**config.mk**
```make
export PLATFORM = sky130hd
export DESIGN_NAME = apb_master
export DESIGN_NICKNAME = d
export VERILOG_FILES = /design/src/rtl/apb_master.sv
export SDC_FILE = /design/constraint.sdc
export NUM_CORES = 1
export LEC_CHECK = 0
export CAP_MARGIN = 20
export CORE_UTILIZATION = 35
export CTS_CLUSTER_SIZE = 14
export DETAILED_ROUTE_END_ITERATION = 10
export GPL_TIMING_DRIVEN = 1
export HOLD_SLACK_MARGIN = 0.06
export PLACE_DENSITY = 0.76
export SYNTH_ARGS = -nofsm -noshare
export SYNTH_HDL_FRONTEND = slang
export SYNTH_SLANG_ARGS = --single-unit
```
**constraint.sdc**
```tcl
create_clock -name PCLK -period 1.3 [get_ports PCLK]
set_input_delay 0.13 -clock PCLK [delete_from_list [all_inputs] [get_ports PCLK]]
set_output_delay 0.13 -clock PCLK [all_outputs]
set_load 0.005 [all_outputs]
```
**src/rtl/apb_master.sv**
```systemverilog
// APB master: turns single commands into APB SETUP/ACCESS transfers and returns a one-cycle response.
// Optional ACCESS stall timeout is enabled by defining APB_MASTER_TIMEOUT_EN.
module apb_master #(
    parameter int DATA_WIDTH     = 32,
    parameter int ADDR_WIDTH     = 32,
    parameter int TIMEOUT_CYCLES = 16
) (
    input  logic                  PCLK,
    input  logic                  PRESETn,
    input  logic                  cmd_valid,
    output logic                  cmd_ready,
    input  logic                  cmd_write,
    input  logic [ADDR_WIDTH-1:0] cmd_addr,
    input  logic [DATA_WIDTH-1:0] cmd_wdata,
    output logic                  rsp_valid,
    output logic [DATA_WIDTH-1:0] rsp_rdata,
    output logic                  rsp_err,
    output logic                  rsp_timeout,
    output logic [ADDR_WIDTH-1:0] PADDR,
    output logic                  PWRITE,
    output logic [DATA_WIDTH-1:0] PWDATA,
    output logic                  PSELx,
    output logic                  PENABLE,
    input  logic                  PREADY,
    input  logic [DATA_WIDTH-1:0] PRDATA,
    input  logic                  PSLVERR
);

    typedef enum logic [1:0] {
        IDLE,
        SETUP,
        ACCESS
    } state_t;

    state_t                state;
    state_t                state_next;
    logic [ADDR_WIDTH-1:0] paddr_next;
    logic                  pwrite_next;
    logic [DATA_WIDTH-1:0] pwdata_next;
    logic                  psel_next;
    logic                  penable_next;
    logic                  rsp_valid_next;
    logic [DATA_WIDTH-1:0] rsp_rdata_next;
    logic                  rsp_err_next;

`ifdef APB_MASTER_TIMEOUT_EN
    localparam int CNT_W = $clog2(TIMEOUT_CYCLES + 1);

    logic [CNT_W-1:0] stall_cnt;
    logic [CNT_W-1:0] stall_cnt_next;
    logic             rsp_timeout_q;
    logic             rsp_timeout_next;

    assign rsp_timeout = rsp_timeout_q;
`else
    assign rsp_timeout = 1'b0;
`endif

    assign cmd_ready = (state == IDLE);

    always_comb begin
        state_next     = state;
        paddr_next     = PADDR;
        pwrite_next    = PWRITE;
        pwdata_next    = PWDATA;
        psel_next      = PSELx;
        penable_next   = PENABLE;
        rsp_valid_next = 1'b0;
        rsp_rdata_next = rsp_rdata;
        rsp_err_next   = rsp_err;
`ifdef APB_MASTER_TIMEOUT_EN
        stall_cnt_next   = stall_cnt;
        rsp_timeout_next = rsp_timeout_q;
`endif
        case (state)
            IDLE: begin
                if (cmd_valid) begin
                    state_next   = SETUP;
                    paddr_next   = cmd_addr;
                    pwrite_next  = cmd_write;
                    pwdata_next  = cmd_write ? cmd_wdata : '0;
                    psel_next    = 1'b1;
                    penable_next = 1'b0;
                end
            end
            SETUP: begin
                state_next   = ACCESS;
                penable_next = 1'b1;
`ifdef APB_MASTER_TIMEOUT_EN
                stall_cnt_next = '0;
`endif
            end
            ACCESS: begin
                // A ready slave always wins over a timeout reached in the same cycle.
                if (PREADY) begin
                    state_next     = IDLE;
                    psel_next      = 1'b0;
                    penable_next   = 1'b0;
                    rsp_valid_next = 1'b1;
                    rsp_err_next   = PSLVERR;
                    rsp_rdata_next = PWRITE ? '0 : PRDATA;
`ifdef APB_MASTER_TIMEOUT_EN
                    rsp_timeout_next = 1'b0;
                    stall_cnt_next   = '0;
                end else if (stall_cnt == CNT_W'(TIMEOUT_CYCLES - 1)) begin
                    state_next       = IDLE;
                    psel_next        = 1'b0;
                    penable_next     = 1'b0;
                    rsp_valid_next   = 1'b1;
                    rsp_err_next     = 1'b1;
                    rsp_rdata_next   = '0;
                    rsp_timeout_next = 1'b1;
                    stall_cnt_next   = '0;
                end else begin
                    stall_cnt_next = stall_cnt + 1'b1;
`endif
                end
            end
            default: begin
                state_next   = IDLE;
                psel_next    = 1'b0;
                penable_next = 1'b0;
            end
        endcase
    end

    always_ff @(posedge PCLK) begin
        if (!PRESETn) begin
            state     <= IDLE;
            PADDR     <= '0;
            PWRITE    <= 1'b0;
            PWDATA    <= '0;
            PSELx     <= 1'b0;
            PENABLE   <= 1'b0;
            rsp_valid <= 1'b0;
            rsp_rdata <= '0;
            rsp_err   <= 1'b0;
`ifdef APB_MASTER_TIMEOUT_EN
            stall_cnt     <= '0;
            rsp_timeout_q <= 1'b0;
`endif
        end else begin
            state     <= state_next;
            PADDR     <= paddr_next;
            PWRITE    <= pwrite_next;
            PWDATA    <= pwdata_next;
            PSELx     <= psel_next;
            PENABLE   <= penable_next;
            rsp_valid <= rsp_valid_next;
            rsp_rdata <= rsp_rdata_next;
            rsp_err   <= rsp_err_next;
`ifdef APB_MASTER_TIMEOUT_EN
            stall_cnt     <= stall_cnt_next;
            rsp_timeout_q <= rsp_timeout_next;
`endif
        end
    end

endmodule

```
==> impl_metrics.ini, run 1 <==
[run_status]
outcome = finished, violations left
violations = setup timing

[sta]
rsz0062_at_grt = true
hold_viol = 0
fin_crit_sh_pct = 120
setup_viol = 96
finalMaxSlewViolations = 0
max_freq_mhz = 640
setup_ws_ns = -0.262
fin_crit_ns = 1.56
fin_hold_ws_ns = 0.135
clock_skew_ns = 0.0149

[floorplanning]
io-pin-count = 205
die_area_um2 = 11400
die-width_um = 107
core-area_um2 = 10500
placementRows = 37
die_h_um = 107
start_util_pct = 36.6

[yosys]
yosysTopAreaCell = dfxtp_1
yosysWarnings = 0
syn_avg_cell_area_um2 = 8.35
netlist_area_um2 = 3820
netlist.area_leader.share_pct = 53.4
netlist_instances = 458
synth-edff-count = 0
seq_area_frac_synth_pct = 53.4
synth.distinct_cells = 22
ys.flop_type = dfxtp_1
synth.ff_latch_count = 102
synthesis.nets = 560
postSynth.asyncResetShare_pct = 0
yosys-top-cells-area = dfxtp_1, nand2_1, or3b_1

[min_path]
holdCritPathClass = in -> reg

[worst_setup_path]
end_kind = flip-flop
critical_path_class = reg -> reg
worstPathArrival_ns = 1.84
crit_path_start_kind = flip-flop
cpMaxStageDelayCell = or3b_1
worstPathCellList = buf_6 > nand3b_1 > buf_4 > clkbuf_16 > or3b_1 > a21oi_1
crit_buf_inv = 3
critPathMaxFanout = 14
max_stage_delay_ns = 0.39
required_ns = 1.58
cp_top_family = simple AND/OR/NAND/NOR gates

[route]
avgViaCountPerCell = 5.05
firstDrtPassIters = 4
wl_per_cell_um = 15.7
drc = 0
dr_total_vias = 4148
antenna_left = 0
drtIter0Drc = 194
wl_mm = 12.9

[clock_network]
ctsHoldBuffers = 0
insertion_delay_ns = 0.36
cts.sinks = 102
cts_buffer_depth = 2
cts.htree.levels = 3
clockRootBuffer = clkbuf_8
cts_inserted_buffers = 9
cts_tree = done
clk_pin_slew_ns = 0.10

[power_and_ir_drop]
p_leak_nw = 2.94
total_power_mw = 6.61
power.density_nw_per_um2 = 972
peakVddDrop_mv = 0.621

[global_routing]
grt_overflow = 0
grt_pass1_wl_mm = 18.4
grt_pass1_vias = 3769
grtUsageTotal_pct = 20.4
grt_max_degree = 56
antenna_found_initial = 0

[placement]
gp_congestion = 0.790
hpwl_mm = 8.17
placed_cell_area_um2 = 6130
dpl.cell_count = 778
io_buffers = 203

[job]
maxCapViolations = 0

[layout]
antenna_cells = 0
finish.instance_area_um2 = 6800
layout_common_cells = clkdlybuf4s50_1, dlygate4sd2_1, nand2_1
final-seq-area_um2 = 2110
fillCellCount = 890
area_growth_pct = 77.8
fin_util_pct = 65.0
multi_input_area_um2 = 1690
stdcell_count = 821
drive_gt1_share_pct = 22.6
final_nets = 782
layout_commonest_cell = clkdlybuf4s50_1
metal layers:
layer | up-vias | GRT usage (%) | part of all wire (%)
met5 | - | 0 | 0
met4 | 0 | 7.34 | 1.4
met3 | 20 | 5.58 | 7.8
met2 | 176 | 35.4 | 50
met1 | 1921 | 24.1 | 41
li1 | 2031 | - | -
cell type report:
| type | instances | area share (%) |
|---|---|---|
| Inverter | 2 | 0.110 |
| Clock inverter | 5 | 0.883 |
| Timing Repair Buffer | 258 | 38.7 |
| Multi-Input combinational cell | 307 | 24.8 |
| Clock buffer | 11 | 1.93 |
| Sequential cell | 102 | 31.0 |
| Tap cell | 136 | 2.50 |
final timing paths:
check,from,slack (ns),cells past startpoint,endpoint
worst min-delay path,PRESETn,0.13,3,PADDR[31]
worst max register to register,PENABLE,-0.26,6,rsp_rdata[29]
worst min register to register,PADDR[28],0.45,2,PADDR[28]
worst max-delay path,PENABLE,-0.26,6,rsp_rdata[29]
cell usage after synthesis, drive strengths merged (2+ instances only):
master and n:
a21oi 30, buf 16, clkbuf 31, dfxtp 102, inv 2, nand2 98
nand3 38, nand4 32, nor2 4, o21ai 69, or3b 29
logic make-up (layout without fill, tap and decap cells):
group                  count (synthesis)  after routing  share of synthesized area [%]
other                                  1              1                         0.0980
flip-flops                           102            102                           53.4
AND/OR/NAND/NOR                      205            205                           27.7
AO/OA/AOI/OAI                        100            100                           13.2
buffers and inverters                 49            276                           5.40
multiplexers                           1              1                          0.262
flip-flops by register name, indices dropped and copies added, names as in the netlist:
| register | count |
|---|---|
| PADDR | 32 |
| PENABLE | 1 |
| PSELx | 1 |
| PWDATA | 32 |
| PWRITE | 1 |
| rsp_err | 1 |
| rsp_rdata | 32 |
| rsp_valid | 1 |
| state | 1 |
stage by stage:
step	worst slack (ns)	TNS, ns
floorplan	0.0177	0
global placement	-0.220	-16.71
detailed placement	-0.308	-19.98
CTS	-0.112	-6.69
global route	-0.307	-16.55
finish	-0.262	-9.06
worst reg2reg max path, cell delays in order (launching register included):
cell and delay (ns):
dfxtp_4 0.37, buf_6 0.09, nand3b_1 0.11, buf_4 0.18, clkbuf_16 0.16, or3b_1 0.39, a21oi_1 0.20
power breakdown:
part           total, mW  leakage [nW]  internal [mW]  switching [mW]
logic               1.28          2.00          0.764           0.521
clock network       1.98        0.0935          0.897            1.08
registers           3.35         0.855           3.28          0.0711
total               6.61          2.94           4.94            1.67
timing repair:
action                     4_1_cts  5_1_grt
buffers inserted                 7        7
resized for setup              161       68
cloned                           3       11
setup endpoints to repair      195      102
pin swaps                        2       29
(Power assumes the default switching activity.)
==> run 2, diff against run 1 <==
Settings changed: CORE_UTILIZATION 35 to 39, PLACE_DENSITY 0.76 to 0.8.
Clock period 1.3 ns to 1.55 ns, I/O delays scaled along.
==> impl_metrics.ini, run 2 (synthesis gave the netlist of run 1 again) <==
[floorplanning]
die_h_um = 101
io-pin-count = 205
placementRows = 35
die_area_um2 = 10200
start_util_pct = 40.8
die-width_um = 101
core-area_um2 = 9370

[sta]
rsz0062_at_grt = false
max_freq_mhz = 675
clock_skew_ns = 0.0128
finalMaxSlewViolations = 0
fin_crit_sh_pct = 95.5
fin_crit_ns = 1.48
setup_viol = 0
final.setup.tns_ns = 0
hold_viol = 0
fin_hold_ws_ns = 0.107
setup_ws_ns = 0.0692

[global_routing]
grt_overflow = 0
grt_pass1_vias = 3721
grtUsageTotal_pct = 22.3
grt_max_degree = 113
antenna_found_initial = 0
grt_pass1_wl_mm = 17.9

[worst_setup_path]
r2r_setup_slack_ns = 0.07
worstPathCellList = buf_4 > nand3b_1 > buf_12 > or3b_1 > a21oi_2
required_ns = 1.84
cpMaxStageDelayCell = or3b_1
cp_top_family = simple AND/OR/NAND/NOR gates
end_kind = flip-flop
worstReg2RegStart = state[0]
max_stage_delay_ns = 0.40
critical_path_class = reg -> reg
worstPathArrival_ns = 1.77
crit_buf_inv = 2
reg2reg_to = rsp_rdata[9]
rr_worst_depth = 5
crit_path_start_kind = flip-flop
critPathMaxFanout = 57

[layout]
layout_common_cells = clkdlybuf4s50_1, dfxtp_1, nand2_1
stdcell_count = 777
drive_gt1_share_pct = 5.86
finish.instance_area_um2 = 6270
fin_util_pct = 66.9
final_nets = 745
antenna_cells = 0
layout_commonest_cell = clkdlybuf4s50_1
area_growth_pct = 64.0
reg_top3 = PADDR x32, PWDATA x32, rsp_rdata x32

[clock_network]
cts.sinks = 102
cts_tree = done
clk_pin_slew_ns = 0.09
cts_buffer_depth = 2
clockRootBuffer = clkbuf_8
cts_inserted_buffers = 9
insertion_delay_ns = 0.36
cts.htree.levels = 3

[route]
wl_mm = 11.2
antenna_left = 0
drc = 0
dr_total_vias = 3876
avgViaCountPerCell = 4.99
drtIter0Drc = 109
firstDrtPassIters = 4
wl_per_cell_um = 14.4

[min_path]
holdPathEnd = rsp_rdata[30]
holdCritPathClass = in -> reg
hold_start = PRESETn
min_path_cells = 3

[placement]
io_buffers = 203
dp_slack_ns = -0.0696
gp_congestion = 0.755
hpwl_mm = 8.10
dpl.cell_count = 760
placed_cell_area_um2 = 6080

[power_and_ir_drop]
peakVddDrop_mv = 0.431
total_power_mw = 5.31
p_leak_nw = 2.17
power.density_nw_per_um2 = 847

[job]
maxCapViolations = 0

[run_status]
outcome = completed
-- run 2: timing repair --
action	CTS	global route
buffers inserted	1	0
endpoints found under the setup margin	2	2
pin swaps	0	1
hold buffers	0	0
resized for setup	3	1
-- run 2: layout make-up --
cell class / instances / area (um2)
repair buffers: 221 / 2290
flip-flops and latches: 102 / 2040
multi-input cells: 307 / 1590
fillers: 785 / 3100
inverters: 2 / 7.51
clock buffers: 11 / 141
clock inverters: 5 / 43.8
well taps: 129 / 161
-- run 2: worst register-to-register path, stage by stage, from the launching register on --
cell and delay, ns:
dfxtp_2 0.33, buf_4 0.13, nand3b_1 0.19, buf_12 0.21, or3b_1 0.41, a21oi_2 0.15
-- run 2: worst max path at each step --
stage              from       endpoint  slack, ns  depth (start not counted)
2_1_floorplan   PENABLE   rsp_rdata[0]       0.27                          4
3_3_place_gp     PREADY  rsp_rdata[11]     -0.004                          5
3_5_place_dp     PREADY   rsp_rdata[9]      -0.07                          5
4_1_cts        state[0]   rsp_rdata[9]       0.06                          5
5_1_grt        state[0]   rsp_rdata[8]      0.002                          5
6_report       state[0]   rsp_rdata[9]       0.07                          5
-- run 2: power breakdown --
| group | internal (mW) | switching [mW] | leakage (nW) |
|---|---|---|---|
| logic | 0.574 | 0.365 | 1.25 |
| registers | 2.74 | 0.0623 | 0.832 |
| clock network | 0.646 | 0.925 | 0.0877 |
| total | 3.96 | 1.35 | 2.17 |
-- run 2: routing by layer --
metal	up-vias	global-route usage, %	wire, um
li1	1952	-	-
met1	1763	25.9	4640
met2	144	38.3	5500
met3	17	7.49	856
met4	0	8.03	201
met5	-	0	0
==> run 3, diff against run 2 <==
Settings changed: CORE_UTILIZATION 39 to 42, CTS_CLUSTER_DIAMETER set to 50, PLACE_DENSITY 0.8 to 0.85.
Clock period 1.55 ns to 1.8 ns, I/O delays scaled along.
==> impl_metrics.ini, run 3 (synthesis gave the netlist of run 1 again) <==
[floorplanning]
die_h_um = 97.4
die-width_um = 97.4
start_util_pct = 43.6
die_area_um2 = 9490
io-pin-count = 205
placementRows = 34
core-area_um2 = 8760

[worst_setup_path]
crit_buf_inv = 1
worstPathArrival_ns = 1.49
cpMaxStageDelayCell = clkdlybuf4s50_1
end_kind = primary output
critPathMaxFanout = 12
worstPathCellList = clkdlybuf4s50_1
cp_top_family = buffers and inverters
critical_path_class = reg -> out
required_ns = 1.62
crit_path_start_kind = flip-flop
max_stage_delay_ns = 0.58

[global_routing]
grt_pass1_vias = 3593
antenna_found_initial = 0
grt_overflow = 0
grt_pass1_wl_mm = 17.4
grtUsageTotal_pct = 22.4
grt_max_degree = 97

[layout]
final_nets = 739
fillCellCount = 667
area_growth_pct = 60.8
antenna_cells = 0
finish.instance_area_um2 = 6150
layout_commonest_cell = clkdlybuf4s50_1
drive_gt1_share_pct = 4.36
reg_top3 = PADDR x32, PWDATA x32, rsp_rdata x32
layout_common_cells = clkdlybuf4s50_1, dfxtp_1, nand2_1

[route]
drc = 0
drtIter0Drc = 121
firstDrtPassIters = 4
avgViaCountPerCell = 5.16
antenna_left = 0
wl_per_cell_um = 14.5
dr_total_vias = 3867
wl_mm = 10.8

[clock_network]
insertion_delay_ns = 0.35
clockRootBuffer = clkbuf_8
postCtsSetupBuffers = 0
ctsHoldBuffers = 0
cts.htree.levels = 3
cts.sinks = 102
cts_tree = done
cts_buffer_depth = 2
cts_resized = 0
clk_pin_slew_ns = 0.09
cts_inserted_buffers = 9

[placement]
gp_congestion = 0.772
dp_slack_ns = 0.121
hpwl_mm = 7.81
io_buffers = 203
placed_cell_area_um2 = 5970

[sta]
final.setup.tns_ns = 0
setup_ws_ns = 0.134
finalMaxSlewViolations = 0
hold_viol = 0
max_freq_mhz = 600
fin_crit_sh_pct = 92.6
rsz0062_at_grt = false
clock_skew_ns = 0.0153
setup_viol = 0
fin_crit_ns = 1.67
fin_hold_ws_ns = 0.287

[power_and_ir_drop]
peakVddDrop_mv = 0.426
total_power_mw = 4.51
power.density_nw_per_um2 = 733
p_leak_nw = 2.13

[min_path]
holdCritPathClass = in -> reg

[run_status]
outcome = completed

[job]
maxCapViolations = 0
-- run 3: cell count changes in the layout (fill, tap and decap cells not counted), sizes merged --
cell and change:
buf -6, dlygate4sd2 -1, clkinv +1, clkinvlp -2, clkbuf +1, clkdlybuf4s50 +1
-- run 3: area by class of cell --
cell class              instances  area [um2]  share of cell area [%]
clock buffers                  12         145                    2.36
clock inverters                 4        31.3                   0.509
inverters                       2        7.51                   0.122
multi-input cells             307        1580                    25.7
flip-flops and latches        102        2040                    33.2
well taps                     108         135                    2.20
repair buffers                215        2210                    35.9
-- run 3: final timing paths --
check	to	start	cells after the start	slack, ns
hold reg to reg	PADDR[23]	PADDR[23]	2	0.45
hold / removal	PENABLE	PRESETn	3	0.29
setup reg to reg	rsp_rdata[19]	PENABLE	4	0.21
setup / recovery	PWRITE	PWRITE	1	0.13
-- run 3: through the flow --
step,instances,utilization (%)
4_1_cts,750,70.2
3_3_place_gp,734,68.2
3_5_place_dp,734,68.2
5_1_grt,750,70.2
6_report,750,70.2
2_1_floorplan,458,-
-- run 3: power by group --
part           switching, mW  total, mW  internal, mW
registers             0.0609       2.42          2.36
logic                  0.301      0.774         0.473
clock network          0.767       1.32         0.551
-- run 3: routing by layer --
metal / track usage [%] / up-vias / wire length [um]
li1: - / 1942 / -
met3: 6.47 / 18 / 789
met1: 27.4 / 1774 / 4520
met5: 0 / - / 0
met4: 7.92 / 0 / 193
met2: 37.7 / 133 / 5330
